### src/rtl/ps2_keyboard_rx.sv
// PS/2 device-to-host receiver: synchronises ps2_clk, deframes 11-bit frames,
// checks start/stop/parity and queues good scancodes in a small FIFO.
module ps2_keyboard_rx #(
  parameter int FIFO_DEPTH     = 8,
  parameter int TIMEOUT_CYCLES = 50000
) (
  input  logic       clk,
  input  logic       clrn,
  input  logic       ps2_clk,
  input  logic       ps2_data,
  input  logic       nextdata_n,
  output logic [7:0] data,
  output logic       ready,
  output logic       overflow,
  output logic       frame_err
);

  localparam int AW = $clog2(FIFO_DEPTH);
  localparam int TW = $clog2(TIMEOUT_CYCLES + 1);

  logic [2:0]    r_ps2_clk_sync;
  logic [3:0]    r_cnt;
  logic [9:0]    r_buf;
  logic [TW-1:0] r_tmo;
  logic [7:0]    r_mem [FIFO_DEPTH];
  logic [AW-1:0] r_wr_ptr;
  logic [AW-1:0] r_rd_ptr;
  logic [AW:0]   r_occ;
  logic          r_overflow;
  logic          r_frame_err;

  logic w_fall;
  logic w_stop_edge;
  logic w_frame_ok;
  logic w_wr_req;
  logic w_full;
  logic w_pop;
  logic w_wr;

  assign w_fall      = (r_ps2_clk_sync[2:1] == 2'b10);
  assign w_stop_edge = w_fall && (r_cnt == 4'd10);
  // Odd parity: data bits plus parity bit must hold an odd number of ones.
  assign w_frame_ok  = ~r_buf[0] & ps2_data & (^r_buf[9:1]);
  assign w_wr_req    = w_stop_edge & w_frame_ok;
  assign w_full      = (r_occ == (AW + 1)'(FIFO_DEPTH));
  assign w_pop       = ~nextdata_n & (r_occ != '0);
  assign w_wr        = w_wr_req & (~w_full | w_pop);

  assign data      = r_mem[r_rd_ptr];
  assign ready     = (r_occ != '0);
  assign overflow  = r_overflow;
  assign frame_err = r_frame_err;

  always_ff @(posedge clk or negedge clrn) begin
    if (!clrn) begin
      r_ps2_clk_sync <= 3'b000;
      r_cnt          <= '0;
      r_buf          <= '0;
      r_tmo          <= '0;
      r_frame_err    <= 1'b0;
    end else begin
      r_ps2_clk_sync <= {r_ps2_clk_sync[1:0], ps2_clk};
      r_frame_err    <= w_stop_edge & ~w_frame_ok;
      if (w_fall) begin
        r_tmo <= '0;
        if (r_cnt == 4'd10) begin
          r_cnt <= '0;
        end else begin
          for (int i = 0; i < 10; i++) begin
            if (r_cnt == 4'(i)) r_buf[i] <= ps2_data;
          end
          r_cnt <= r_cnt + 1'b1;
        end
      end else if (r_cnt == '0) begin
        r_tmo <= '0;
      end else if (r_tmo == TW'(TIMEOUT_CYCLES)) begin
        // Keyboard went quiet mid-frame: drop the partial frame silently.
        r_cnt <= '0;
        r_tmo <= '0;
      end else begin
        r_tmo <= r_tmo + 1'b1;
      end
    end
  end

  always_ff @(posedge clk or negedge clrn) begin
    if (!clrn) begin
      r_wr_ptr   <= '0;
      r_rd_ptr   <= '0;
      r_occ      <= '0;
      r_overflow <= 1'b0;
    end else begin
      if (w_wr)  r_wr_ptr <= r_wr_ptr + 1'b1;
      if (w_pop) r_rd_ptr <= r_rd_ptr + 1'b1;
      case ({w_wr, w_pop})
        2'b10:   r_occ <= r_occ + 1'b1;
        2'b01:   r_occ <= r_occ - 1'b1;
        default: r_occ <= r_occ;
      endcase
      if (w_pop)                        r_overflow <= 1'b0;
      else if (w_wr_req && w_full)      r_overflow <= 1'b1;
    end
  end

  always_ff @(posedge clk) begin
    if (w_wr) r_mem[r_wr_ptr] <= r_buf[8:1];
  end

endmodule

### config.mk
export PLATFORM = sky130hd
export DESIGN_NAME = ps2_keyboard_rx
export DESIGN_NICKNAME = d
export VERILOG_FILES = /design/src/rtl/ps2_keyboard_rx.sv
export SDC_FILE = /design/constraint.sdc
export NUM_CORES = 1
export LEC_CHECK = 0
export BUFFER_PORTS_ARGS = -buffer_cell sky130_fd_sc_hd__buf_2
export CORE_ASPECT_RATIO = 1.75
export CORE_UTILIZATION = 61
export DETAILED_ROUTE_END_ITERATION = 10
export PLACE_DENSITY = 0.78
export SLEW_MARGIN = 10
export SYNTH_ARGS = -nofsm -noshare
export SYNTH_HDL_FRONTEND = slang
export SYNTH_SLANG_ARGS = --single-unit
### constraint.sdc
create_clock -name clk -period 3.7 [get_ports clk]
set_input_delay 0.185 -clock clk [delete_from_list [all_inputs] [get_ports clk]]
set_output_delay 0.185 -clock clk [all_outputs]
set_load 0.02 [all_outputs]
==> results of run 1 <==
[cell type report]
type	count	area, um^2	share of cell area, %
clock buffers	11	243	4.54
clock inverters	4	50.0	0.937
inverters	6	22.5	0.421
multi-input cells	212	1720	32.1
flip-flops and latches	109	3050	57.0
well taps	88	110	2.06
repair buffers	25	153	2.86
[registers in the layout, indices dropped and copies added, names as in the netlist]
name,cells
overflow,1
r_tmo,16
r_ps2_clk_sync,3
r_rd_ptr,3
frame_err,1
r_mem,64
r_wr_ptr,3
r_occ,4
r_buf,10
r_cnt,4
[power groups by stage]
| stage | clock [uW] | sequential (uW) | combinational, uW |
|---|---|---|---|
| 3_3_place_gp | 0 | 1770 | 1150 |
| 3_5_place_dp | 0 | 1790 | 1180 |
| 4_1_cts | 953 | 1760 | 1190 |
| 2_1_floorplan | 0 | 1640 | 1010 |
| 6_report | 942 | 1770 | 1170 |
| 5_1_grt | 1000 | 1790 | 1280 |
[kinds of logic after synthesis]
| logic type | share of synthesized area [%] |
|---|---|
| AND/OR/NAND/NOR | 13.5 |
| adder cells (fa/ha/maj) | 1.29 |
| XOR/XNOR | 4.93 |
| flip-flops | 62.9 |
| buffers and inverters | 1.65 |
| AO/OA/AOI/OAI | 3.23 |
| multiplexers | 12.5 |
[final timing paths]
path	start	end	slack, ns	cells past startpoint
max	r_buf[6]$_DFFE_PN0P_	r_occ[2]$_DFFE_PN0P_	0.73	8
min	clrn	r_tmo[6]$_DFF_PN0_	0.02	1
max reg2reg	r_buf[6]$_DFFE_PN0P_	r_occ[2]$_DFFE_PN0P_	0.73	8
min reg2reg	r_ps2_clk_sync[0]$_DFF_PN0_	r_ps2_clk_sync[1]$_DFF_PN0_	0.39	0
max in group asynchronous	clrn	r_buf[2]$_DFFE_PN0P_	3.05	1
min in group clk	ps2_data	r_buf[0]$_DFFE_PN0P_	0.20	3
[stage by stage]
step                      cell area (um^2)  util, %  hold slack, ns
final                                 5340     70.1          0.0194
after global routing                  5340     70.1           0.105
after CTS                             5340     70.1          0.0495
after detailed placement              5040     66.2           0.300
after global placement                5040     66.2           0.293
after floorplan                       4850        -          -0.111
[cell usage in the layout, fill, tap and decap left out, drive strengths merged, types with 10 or more instances in the layout]
cell type and n:
buf 24, clkbuf 11, dfrtp 45, edfxtp 64, mux2 19, mux4 16
nand2 24, nand3 13, nor2 31, o21ai 10, xnor2 10, xor2 12
[metal layers]
layer	global-route usage, %	wire (um)
met1	28.1	3460
met2	41.2	4930
met3	3.02	252
met4	9.95	96
met5	0	0
[worst max-delay path: stages (launching register included)]
cell      delay (ns)
dfrtp_1         0.49
xor2_1          0.19
xnor3_2         0.54
mux2i_4         0.40
nor2_1          0.09
xor2_1          0.15
ha_1            0.23
or4_1           0.54
a221oi_2        0.25
==> run metrics, run 1 <==
status=finished clean; Synth Flop Type=edfxtp_1; Cell variety after synth=49; Congestion Overflow GR=0; top cells by area, synth=edfxtp_1, dfrtp_1, mux4_2; initial antenna violation count=0; Fin. Hold Viols=0; Placed Cells incl. Taps=439; maximum VDD drop=0.412 mV; Syn. warnings=0; routed len/inst=19.2 um; static leakage power=0.00199 uW; root buffer cell=clkbuf_16; hold buffer count at CTS=1; slew of the pin with the lowest slew margin=1.02 ns; fin crit period=2.97 ns; cell-internal power=2600 uW; Routed WL=8730 um; sequential group share of total power=45.6%; setup ws final=0.733 ns; WP data required=3.95 ns; Ant. Diodes=0; RSZ-0062 raised after global routing=false; Clock transition at path regs=0.07 ns; Max Freq=0.337 GHz; sw frac=33.0%; Hold Crit Class=in -> async; startpoint types=flop; Worst setup EP type=flop; Starting DRT DRC Count=159; register bit total from synthesis=109; Post CTS Setup Buffer Count=0; die height=120 um; core area=7620 um^2; worst rel slew slack=32.0%; final setup TNS=0 ns; synth cell count leaders=edfxtp_1, dfrtp_1, nor2_1; Synth Area per Inst=14.2 um^2; Die W=69.4 um; number of global-route vias before repair=2828; Post-Syn Instances=341; post-synth top area share=39.7%; hpwl dp=5860 um; Tot GR Track Use=23.2%; post-synthesis net count=351; Comb power frac=30.1%; CTS tree=yes; via/cell ratio=6.13; count leader, synth=edfxtp_1; area of the mapped netlist=4850 um^2; Max Slew Vio Count=0; htree depth=3; nets=373; Clk Latency, worst-skew pair=0.35 ns; io pins=16; row count=42; Clock Tree Buf Depth=2; fin cells=455; clock sink count=109; Antenna Violating Nets Remaining=0; Synth async-reset ratio=41.3%; Initial Util=63.6%; die area=8320 um^2; vias=2788; clk_skew=0.00888 ns; area delta synth->final=10.3%; first-pass GRT wire length=14400 um; Worst Setup Path Type=reg -> reg; max cap viols=0; register area share after synthesis=62.9%; largest net degree at the start of global routing=46; layout cell share with drive strength beyond 1=22.1%; Setup violations, final=0; overall power=3880 uW; critical path fanouts, max=10; CP arrival=3.22 ns; GP Congestion=0.844; Setup Slack @ Placement=0.759 ns; Tcrit/Tclk final=80.2%; Clock power frac=24.3%; Psw=1280 uW; DRC=0; fill count=509; port bufs=15; CTS Buf Count=9; Resized cells post-CTS=0; number of flops mapped to enable cells by yosys=64; First-pass DRT Iterations=4; P per Cell Area=726 nW/um^2; dominant cell type by area after synthesis=edfxtp_1
(Power assumes the default switching activity.)
==> run 2: changes to the inputs <==
--- a/config.mk
+++ b/config.mk
@@ -7,9 +7,9 @@
 export LEC_CHECK = 0
 export BUFFER_PORTS_ARGS = -buffer_cell sky130_fd_sc_hd__buf_2
 export CORE_ASPECT_RATIO = 1.75
-export CORE_UTILIZATION = 61
+export CORE_UTILIZATION = 55
 export DETAILED_ROUTE_END_ITERATION = 10
-export PLACE_DENSITY = 0.78
+export PLACE_DENSITY = 0.75
 export SLEW_MARGIN = 10
 export SYNTH_ARGS = -nofsm -noshare
 export SYNTH_HDL_FRONTEND = slang
==> constraint.sdc (replaced) <==
create_clock -name clk -period 2.55 [get_ports clk]
set_input_delay 0.1275 -clock clk [delete_from_list [all_inputs] [get_ports clk]]
set_output_delay 0.1275 -clock clk [all_outputs]
set_load 0.02 [all_outputs]
==> run 2 against run 1 <==
The flow now finishes with violations (negative setup slack); critical endpoint unchanged; worst hold slack better by 0.14 ns; clock power rose by 34%; clock skew down 0.0035 ns; sequential share of layout area shrank 2.3 points; largest power group unchanged; maximum frequency grew 16%; register-to-register slack worse by 0.73 ns; global-route usage decreased by 1.8 points; combinational power rose by 96%; worst setup slack got worse by 0.73 ns.
==> run metrics, run 2 (synthesis gave the netlist of run 1 again) <==
status=finished, violations left; violated checks=negative setup slack; critical path's slowest cell=xnor3_2; Worst Setup SP=r_buf[8]$_DFFE_PN0P_; cell-by-cell trace of the critical path=xnor2_1 -> xnor3_2 -> mux2i_4 -> nor2_2 -> xor2_1 -> ha_2 -> or4_4 -> a221oi_2; multi-input logic area=1740 um^2; GP Congestion=0.835; nets=399; die area=9200 um^2; P per Cell Area=1050 nW/um^2; Worst path max stage delay=0.50 ns; static leakage power=0.00212 uW; Crit path max-delay family=XOR/XNOR gates; Largest register FFs=64; Fin. Hold Viols=0; startpoint types=flop; WP data required=2.81 ns; Starting DRT DRC Count=105; core area=8610 um^2; routed len/inst=16.7 um; Reg-to-Reg Start=r_buf[8]$_DFFE_PN0P_; Worst Setup EP=r_occ[2]$_DFFE_PN0P_; RSZ-0062 raised after global routing=true; Antenna Violating Nets Remaining=0; Clock transition at path regs=0.07 ns; Congestion Overflow GR=0; CTS Buf Count=9; Hold Crit Class=in -> reg; Clk Latency, worst-skew pair=0.35 ns; first-pass GRT wire length=14200 um; io pins=16; Worst setup EP type=flop; initial antenna violation count=0; Max Freq=0.392 GHz; Worst R2R End=r_occ[2]$_DFFE_PN0P_; die height=126 um; commonest non-fill, non-tap cell in the layout=edfxtp_1; Reg2Reg Setup Slack=-0.002 ns; CTS tree=yes; number of global-route vias before repair=2963; Ant. Diodes=0; max cap viols=0; First-pass DRT Iterations=4; critical path fanouts, max=3; Worst Setup Path Type=reg -> reg; clk_skew=0.00542 ns; fin cells=511; hpwl dp=5790 um; Max Slew Vio Count=0; Clock Tree Buf Depth=2; Crit path depth=8; Initial Util=56.3%; Storage cell area=3050 um^2; maximum VDD drop=0.510 mV; CP bufs+invs=0; Routed WL=8560 um; worst rel slew slack=31.5%; setup ws final=-0.00166 ns; fin crit period=2.55 ns; DRC=0; htree depth=3; Tot GR Track Use=21.4%; Setup violations, final=1; hold slack=0.156 ns; fill count=631; slew of the pin with the lowest slew margin=1.03 ns; largest reg by FF count=r_mem; Placed Cells incl. Taps=490; largest net degree at the start of global routing=46; clock sink count=109; layout cell share with drive strength beyond 1=27.9%; CP arrival=2.81 ns; Tcrit/Tclk final=100%; biggest regs=r_mem: 64 flops, r_tmo: 16 flops, r_buf: 10 flops; most frequent cells in the layout=edfxtp_1, dfrtp_1, buf_4; row count=45; root buffer cell=clkbuf_16; port bufs=15; R2R depth=8; via/cell ratio=5.57; area delta synth->final=15.0%; vias=2848; Die W=73.0 um
==> run 2: what timing repair did <==
item / 4_1_cts / 5_1_grt
gates cloned: 0 / 0
pin swaps: 1 / 8
resized for setup: 1 / 3
buffers inserted: 0 / 3
hold endpoints to repair: 46 / 0
hold buffers: 2 / 0
endpoints found under the setup margin: 1 / 1
==> run 2: worst min-delay path by stage <==
stage,from,end,slack (ns),cells after the start
final,nextdata_n,r_occ[1]$_DFFE_PN0P_,0.16,3
after floorplan,clrn,frame_err$_DFF_PN0_,-0.17,0
after CTS,nextdata_n,r_occ[1]$_DFFE_PN0P_,0.15,3
after global routing,ps2_data,frame_err$_DFF_PN0_,0.19,3
after global placement,ps2_clk,r_ps2_clk_sync[0]$_DFF_PN0_,0.24,1
after detailed placement,ps2_clk,r_ps2_clk_sync[0]$_DFF_PN0_,0.24,1
==> run 2: routing by layer <==
layer  routed length (um)  GRT usage, %  vias up  share of wire (%)
li1                     -             -     1368                  -
met1                 3330          24.1     1420                 39
met2                 4780          37.9       45                 56
met3                  201          3.68       15                2.3
met4                  239          10.8        0                2.8
met5                    0             0        -                  0
==> run 2: worst register-to-register path: stages (launching register included) <==
cell      delay, ns
dfrtp_1        0.39
xnor2_1        0.19
xnor3_2        0.50
mux2i_4        0.20
nor2_2         0.05
xor2_1         0.16
ha_2           0.21
or4_4          0.48
a221oi_2       0.27
==> run 2: metrics by stage <==
stage	worst slack (ns)	utilization [%]	setup TNS, ns	power (uW)	cell area [um^2]
floorplan	-0.108	-	-0.108	3850	4860
global placement	0.0555	61.0	0	4550	5260
detailed placement	-0.0246	61.0	-0.0246	4600	5260
CTS	0.0113	64.3	0	5860	5540
global route	-0.0931	64.7	-0.0931	6190	5570
finish	-0.00166	64.7	-0.00166	5870	5570
==> run 2: layout make-up <==
class	instances	share of cell area, %
clock buffers	9	4.04
clock inverters	7	0.718
inverters	6	0.404
multi-input cells	212	31.2
flip-flops and latches	109	54.7
well taps	117	2.63
repair buffers	51	6.29
==> run 2: power by group <==
part	internal, uW	switching [uW]
registers	2170	148
logic	1120	1170
clock network	654	602
total	3950	1920
==> run 3: changes to the inputs <==
--- a/config.mk
+++ b/config.mk
@@ -6,10 +6,12 @@
 export NUM_CORES = 1
 export LEC_CHECK = 0
 export BUFFER_PORTS_ARGS = -buffer_cell sky130_fd_sc_hd__buf_2
+export CELL_PAD_IN_SITES_DETAIL_PLACEMENT = 0
+export CELL_PAD_IN_SITES_GLOBAL_PLACEMENT = 1
 export CORE_ASPECT_RATIO = 1.75
-export CORE_UTILIZATION = 55
+export CORE_UTILIZATION = 47
 export DETAILED_ROUTE_END_ITERATION = 10
-export PLACE_DENSITY = 0.75
+export PLACE_DENSITY_LB_ADDON = 0.1
 export SLEW_MARGIN = 10
 export SYNTH_ARGS = -nofsm -noshare
 export SYNTH_HDL_FRONTEND = slang
==> run 3 against run 2 <==
The flow now finishes without violations; register-to-register slack improved by 0.05 ns; maximum frequency is 2.0% higher; highest routed layer unchanged; critical path depth is the same; count of clock-buffer cells in the layout unchanged; largest cell class unchanged; critical path type unchanged; first-iteration DRC count up 90%; utilization down 8.3 points; critical endpoint unchanged; non-clock buffer count stayed put.
==> run metrics, run 3 (synthesis gave the netlist of run 1 again) <==
Initial Util=48.6%; die area=10700 um^2; Fin. Hold Viols=0; WP data required=2.81 ns; core area=9970 um^2; Tot GR Track Use=18.0%; cell-internal power=4000 uW; slew of the pin with the lowest slew margin=1.03 ns; io pins=16; die height=136 um; clock sink count=109; DRC=0; commonest non-fill, non-tap cell in the layout=edfxtp_1; P per Cell Area=1070 nW/um^2; status=finished clean; final setup TNS=0 ns; maximum VDD drop=0.509 mV; Setup Slack @ Placement=0.0591 ns; first-pass GRT wire length=14300 um; Storage cell area=3050 um^2; Largest register FFs=64; number of global-route vias before repair=2822; GP Congestion=0.743; fin crit period=2.50 ns; via/cell ratio=5.47; worst rel slew slack=31.6%; Crit path max-delay family=simple AND/OR/NAND/NOR gates; fill count=856; setup ws final=0.0493 ns; row count=48; cell-by-cell trace of the critical path=xnor3_2 -> nand3b_1 -> mux2i_4 -> nor2_1 -> xor2_1 -> ha_2 -> or4_4 -> a221oi_2; CP bufs+invs=0; Psw=2020 uW; Congestion Overflow GR=0; most frequent cells in the layout=edfxtp_1, dfrtp_1, buf_4; root buffer cell=clkbuf_16; routed len/inst=16.8 um; initial antenna violation count=0; Antenna Violating Nets Remaining=0; largest reg by FF count=r_mem; startpoint types=flop; Starting DRT DRC Count=199; biggest regs=r_mem: 64 flops, r_tmo: 16 flops, r_buf: 10 flops; CTS tree=yes; port bufs=15; Clock power frac=23.2%; nets=399; Setup violations, final=0; largest net degree at the start of global routing=46; critical path's slowest cell=or4_4; Worst path max stage delay=0.48 ns; CP arrival=2.76 ns; Clk Latency, worst-skew pair=0.36 ns; Hold Crit Class=in -> reg; Tcrit/Tclk final=98.1%; Max Slew Vio Count=0; clk_skew=0.00954 ns; Worst setup EP type=flop; Clock Tree Buf Depth=2; Worst Setup Path Type=reg -> reg; Die W=78.8 um; htree depth=3; sw frac=33.6%; CTS Buf Count=9; vias=2841; Routed WL=8720 um; First-pass DRT Iterations=4; Clock transition at path regs=0.07 ns; RSZ-0062 raised after global routing=true; multi-input logic area=1740 um^2; hpwl dp=6160 um; Max Freq=0.400 GHz; Comb power frac=38.3%; sequential group share of total power=38.5%; Ant. Diodes=0; max cap viols=0; area delta synth->final=16.1%; layout cell share with drive strength beyond 1=28.9%; critical path fanouts, max=4; static leakage power=0.00214 uW; hold slack=0.141 ns
## run 3: cell count changes in the layout (fill, tap and decap cells not counted), sizes merged
cell,before,now
clkinv,5,2
inv,7,11
clkinvlp,1,0
## run 3: final timing paths
check                                       startpoint                           to  slack [ns]  cells after the start
setup / recovery                  r_buf[4]$_DFFE_PN0P_         r_occ[2]$_DFFE_PN0P_        0.05                      8
max in group asynchronous                         clrn         r_buf[9]$_DFFE_PN0P_        1.43                      2
hold reg to reg            r_ps2_clk_sync[0]$_DFF_PN0_  r_ps2_clk_sync[1]$_DFF_PN0_        0.38                      0
min in group asynchronous                         clrn          r_tmo[14]$_DFF_PN0_        0.48                      2
setup reg to reg                  r_buf[4]$_DFFE_PN0P_         r_occ[2]$_DFFE_PN0P_        0.05                      8
hold / removal                              nextdata_n         r_occ[0]$_DFFE_PN0P_        0.14                      3
## run 3: metal layers
metal,up-vias,global-route usage (%),share of wire (%)
met5,-,0,0
met4,0,7.72,1.6
met3,9,3.42,2.4
met2,44,32.5,55
met1,1420,20.5,41
li1,1368,-,-
## run 3: layout make-up
class | instances | area share (%)
flip-flops and latches | 109 | 54.2
well taps | 125 | 2.78
multi-input cells | 212 | 31.0
repair buffers | 51 | 6.23
inverters | 6 | 0.400
clock buffers | 9 | 4.00
clock inverters | 7 | 1.45
## run 3: worst register-to-register path, stage by stage, from the launching register on
cell	delay, ns
dfrtp_1	0.41
xnor3_2	0.40
nand3b_1	0.24
mux2i_4	0.18
nor2_1	0.07
xor2_1	0.16
ha_2	0.21
or4_4	0.48
a221oi_2	0.27
## run 3: timing repair
item / in CTS / in global routing
hold buffers: 2 / 0
hold endpoints to repair: 43 / 0
buffers inserted: 0 / 2
setup endpoints to repair: 0 / 1
resized for setup: 0 / 4
## run 3: power groups by stage
stage,combinational [uW],sequential (uW),clock (uW)
2_1_floorplan,1480,2370,0
3_3_place_gp,2230,2350,0
3_5_place_dp,2260,2360,0
4_1_cts,2270,2320,1430
5_1_grt,2510,2350,1500
6_report,2300,2320,1400
## run 3: through the flow
step,area [um^2],util (%),instances,power (uW)
floorplan,4860,-,341,3850
global placement,5270,52.9,499,4580
detailed placement,5270,52.9,499,4620
CTS,5600,56.2,517,6020
global route,5630,56.4,519,6370
finish,5630,56.4,519,6020
